### src/rtl/mem_port_arbiter.sv
// mem_port_arbiter: round-robin arbiter sharing one 32-bit memory port between fetch (m0) and LSU (m1); define ARB_TIMEOUT_EN to force error completion on stalled slaves
module mem_port_arbiter #(
  parameter int TIMEOUT_CYCLES = 16,
  parameter int CNT_W = 5
) (
  input  logic        clk,
  input  logic        rst_n,
  input  logic        m0_req,
  input  logic        m1_req,
  input  logic [31:0] m0_addr,
  input  logic [31:0] m1_addr,
  input  logic [31:0] m0_wdata,
  input  logic [31:0] m1_wdata,
  input  logic        m0_we,
  input  logic        m1_we,
  output logic        m0_gnt,
  output logic        m1_gnt,
  output logic        m0_done,
  output logic        m1_done,
  output logic [31:0] m_rdata,
  output logic        m_err,
  output logic        s_valid,
  output logic [31:0] s_addr,
  output logic [31:0] s_wdata,
  output logic        s_we,
  input  logic        s_ready,
  input  logic [31:0] s_rdata
);
  typedef enum logic {IDLE, BUSY} state_t;
  state_t state, state_nx;
  logic sel, sel_nx, last_owner, last_nx, done, to_hit, other_req;
  if (2 ** CNT_W <= TIMEOUT_CYCLES) begin : g_bad_cfg
    $error("CNT_W too narrow for TIMEOUT_CYCLES");
  end
`ifdef ARB_TIMEOUT_EN
  logic [CNT_W-1:0] cnt;
  assign to_hit = state == BUSY && !s_ready && cnt == CNT_W'(TIMEOUT_CYCLES - 1);
  // stall counter: runs only while the owner waits, cleared by every completion and in idle
  always_ff @(posedge clk or negedge rst_n)
    if (!rst_n) cnt <= '0;
    else cnt <= (state == BUSY && !done) ? cnt + 1'b1 : '0;
`else
  assign to_hit = 1'b0;
`endif
  assign done = state == BUSY && (s_ready || to_hit);
  assign other_req = sel ? m0_req : m1_req;
  // state register; last_owner starts at 1 so m0 wins the first tie
  always_ff @(posedge clk or negedge rst_n)
    if (!rst_n) begin
      state <= IDLE;
      sel <= 1'b0;
      last_owner <= 1'b1;
    end else begin
      state <= state_nx;
      sel <= sel_nx;
      last_owner <= last_nx;
    end
  // arbitration: grant from idle, or hand straight to the other master on completion
  always_comb begin
    state_nx = state;
    sel_nx = sel;
    last_nx = last_owner;
    if (state == IDLE) begin
      state_nx = (m0_req || m1_req) ? BUSY : IDLE;
      sel_nx = (m0_req && m1_req) ? !last_owner : (m0_req || m1_req) ? m1_req : sel;
    end else if (done) begin
      last_nx = sel;
      state_nx = other_req ? BUSY : IDLE;
      sel_nx = other_req ? !sel : sel;
    end
  end
  // port muxing and completion signalling, all driven from the registered owner
  always_comb begin
    s_valid = state == BUSY;
    m0_gnt = s_valid && !sel;
    m1_gnt = s_valid && sel;
    m0_done = done && !sel;
    m1_done = done && sel;
    m_err = to_hit;
    m_rdata = to_hit ? 32'hDEAD_BEEF : s_rdata;
    s_addr = sel ? m1_addr : m0_addr;
    s_wdata = sel ? m1_wdata : m0_wdata;
    s_we = sel ? m1_we : m0_we;
  end
endmodule

### config.mk
export PLATFORM = sky130hd
export DESIGN_NAME = mem_port_arbiter
export DESIGN_NICKNAME = d
export VERILOG_FILES = /design/src/rtl/mem_port_arbiter.sv
export SDC_FILE = /design/constraint.sdc
export NUM_CORES = 1
export LEC_CHECK = 0
export ABC_AREA = 1
export CAP_MARGIN = 20
export CORE_AREA = 2 2 104 106
export DETAILED_ROUTE_END_ITERATION = 16
export DIE_AREA = 0 0 106 108
export SLEW_MARGIN = 0
export SYNTH_ARGS = -nofsm -noshare
export SYNTH_HDL_FRONTEND = slang
export SYNTH_SLANG_ARGS = --single-unit
export TNS_END_PERCENT = 20
### constraint.sdc
create_clock -name clk -period 3.2 [get_ports clk]
set_input_delay 0.96 -clock clk [delete_from_list [all_inputs] [get_ports clk]]
set_output_delay 0.96 -clock clk [all_outputs]
set_load 0.01 [all_outputs]
==> results.yml, run 1 <==
finish:
  nets: 611
  area_growth_pct: 148.6
  fin_util_pct: 31.92
  seqCellArea_um2: 77.57
  drive_gt1_share_pct: 2.709
  fillers: 1127
  multi_input_area_um2: 845.8
  diodes: 0
clock_network:
  cts_tree: "built"
  post-cts-setup-buffers: 0
  cts.clk_slew.worst_paths_ps: 30
  cts_buffers: 3
  postCtsHoldBufs: 0
  cts.path.max_buffers: 2
  clock_latency_ps: 210
  htreeDepth: 1
  cts.repair.resized: 0
  cts_root_buf: "clkbuf_8"
  cts.sinks: 3
placed_design:
  dpl.hpwl_mm: 5.138
  port-buffer-count: 204
  routabilityCongestion: 0.7573
logic_synthesis:
  synth_most_common_cell: "nand2_1"
  yosys.area.top_type: "nand2_1"
  syn_inst: 280
  synth_area_leaders: "nand2_1 (59%), buf_4 (21%), buf_6 (4.3%)"
  synth-seq-area-share_pct: 5.810
  synth-main-ff-cell: "dfrtp_1"
  yosysWarnings: 0
  synth_common_cells: "nand2_1 (207), buf_4 (36), buf_2 (7), nand3_1 (7), inv_1 (6)"
  ys_types: 14
  netlist_area_mm2: 0.001314
  synth_edf_count: 0
  async_flop_share_pct: 100.0
  synth_top_area_share_pct: 59.14
  syn_nets: 447
  synth.avg_cell_area_um2: 4.692
  synth-seq-cells: 3
setup_path:
  cp-end-kind: "output pin"
  max_stage_delay_ps: 570
  cp_max_fo: 1
  critPathRequiredTime_ps: 2240
  setup.worst_path.class: "in2out"
  r2r_setup_slack_ps: 1980
  crit_chain: "clkdlybuf4s50_1, nand2_1, nand2_1, clkdlybuf4s50_1"
  critPathLaunchType: "input port"
  crit_slowest_cell: "clkdlybuf4s50_1"
  worst_ep_arrival_time_ps: 2150
grt:
  grt_pass1_vias: 2084
  grt_max_degree: 71
  grt_pass1_wl_mm: 9.542
  grt_usage_pct: 9.982
  gr-total-overflow: 0
  antenna_found_initial: 0
sta:
  fin_crit_ps: 3113
  rsz0062_at_grt: "false"
  fmax_mhz: 321.2
  final_max_slew_viol_count: 0
  period_share_pct: 97.29
  finalSetupTns_ps: 0
  hold_ws_ps: 510.1
  finalSetupViolations: 0
  finalClockSkew_ps: 0.3270
  finalHoldViolations: 0
floorplanning:
  die_x_um: 106
  initial_core_util_pct: 12.84
  pin_count: 270
  placementRows: 37
  core_mm2: 0.01023
  die_y_um: 108
  dieArea_mm2: 0.01145
detailed_routing:
  via_per_inst: 3.686
  num_vias: 2134
  firstDrtPassIters: 4
  drt-total-wl_mm: 6.257
  wl_per_cell_um: 10.81
  drtIter0Drc: 108
  post-route-drc-count: 0
  antenna_left: 0
power:
  p_sw_share_pct: 45.07
  ir_worst_vdd_mv: 0.3953
  internal_power_mw: 1.115
  pwr-share-seq_pct: 4.2
  leakage_nw: 1.583
  pwr_density_cell_mw_per_mm2: 621.9
  switchingPower_mw: 0.9153
  combPwrFrac_pct: 90.4
  p_clk_share_pct: 5.5
job:
  drv_cap: 0
outcome:
  status: "completed"
worst_hold_path:
  min_path_type: "reg2reg"
## logic make-up after synthesis
kind of cell	count (synthesis)	share of synthesized area (%)
buf+inv	56	30.00
flops	3	5.810
simple gates	220	63.91
other cells	1	0.2854
## worst max-delay path, delay by kind of cell
| family | cells | cell delay [ps] |
|---|---|---|
| simple gates | 2 | 160 |
| buf+inv | 2 | 1030 |
## layout by cell type (no fill, tap or decap)
| master | Yosys | routed |
|---|---|---|
| nor2_2 | 0 | 1 |
| clkbuf_1 | 0 | 1 |
| inv_1 | 6 | 6 |
| inv_4 | 1 | 1 |
| dfrtp_1 | 2 | 1 |
| inv_2 | 1 | 1 |
| nand2_1 | 207 | 207 |
| nand3_1 | 7 | 7 |
| dlymetal6s2s_1 | 0 | 2 |
| clkbuf_8 | 0 | 3 |
| dfstp_2 | 1 | 1 |
| conb_1 | 1 | 1 |
| buf_4 | 36 | 1 |
| buf_12 | 0 | 2 |
| nand2_2 | 1 | 1 |
| dfrtp_2 | 0 | 1 |
| clkdlybuf4s50_1 | 0 | 202 |
| nor2_1 | 4 | 3 |
| or2_0 | 1 | 1 |
## stage by stage
step | setup WS (ps) | instance area (um2) | total power, mW | cells
CTS | 15.78 | 3258 | 2.068 | 579
global route | 37.89 | 3266 | 2.224 | 579
global placement | 23.56 | 3213 | 1.932 | 575
floorplan | 1007 | 1314 | 0.9990 | 280
finish | 86.69 | 3266 | 2.031 | 579
detailed placement | 31.18 | 3213 | 1.946 | 575
## per-layer routing
| layer | GRT usage (%) | share of wire [%] | wire length, um | up-vias |
|---|---|---|---|---|
| li1 | - | - | - | 1116 |
| met1 | 10.48 | 37 | 2336 | 887 |
| met2 | 19.26 | 50 | 3157 | 121 |
| met3 | 4.039 | 11 | 706 | 10 |
| met4 | 1.128 | 0.91 | 57 | 0 |
| met5 | 0 | 0 | 0 | - |
## final cells by class
type                            instances  area share (%)
Inverter                                8          0.9962
Tap cell                              136           5.211
Multi-Input combinational cell        221           25.90
Sequential cell                         3           2.375
Clock buffer                            4           1.379
Timing Repair Buffer                  207           64.14
## state kept, by name, summed over array words and instances, names as in the netlist
signal	flops
last_owner	1
s_valid	1
sel	1
## power groups by stage
stage | registers, mW | clock network (mW) | logic (mW)
6_report | 0.0844 | 0.111 | 1.84
4_1_cts | 0.0838 | 0.114 | 1.87
2_1_floorplan | 0.0738 | 0 | 0.925
3_3_place_gp | 0.0837 | 0 | 1.85
3_5_place_dp | 0.0842 | 0 | 1.86
5_1_grt | 0.0872 | 0.118 | 2.02
## worst paths after layout
path / start / endpoint / cells past startpoint
worst min register to register: last_owner$_DFFE_PN1P_ / last_owner$_DFFE_PN1P_ / 2
worst max-delay path: m1_wdata[26] / s_wdata[26] / 4
max in group asynchronous: rst_n / last_owner$_DFFE_PN1P_ / 1
worst max register to register: sel$_DFFE_PN0P_ / sel$_DFFE_PN0P_ / 6
min in group asynchronous: rst_n / sel$_DFFE_PN0P_ / 1
worst min-delay path: last_owner$_DFFE_PN1P_ / last_owner$_DFFE_PN1P_ / 2
(Power assumes the default switching activity.)
==> inputs of run 2 (changes only) <==
--- a/config.mk
+++ b/config.mk
@@ -6,6 +6,7 @@
 export NUM_CORES = 1
 export LEC_CHECK = 0
 export ABC_AREA = 1
+export ABC_CLOCK_PERIOD_IN_PS = 3200
 export CAP_MARGIN = 20
 export CORE_AREA = 2 2 104 106
 export DETAILED_ROUTE_END_ITERATION = 16
==> results of run 2 <==
No change in the layout: final DEF, timing and power equal those of run 1.
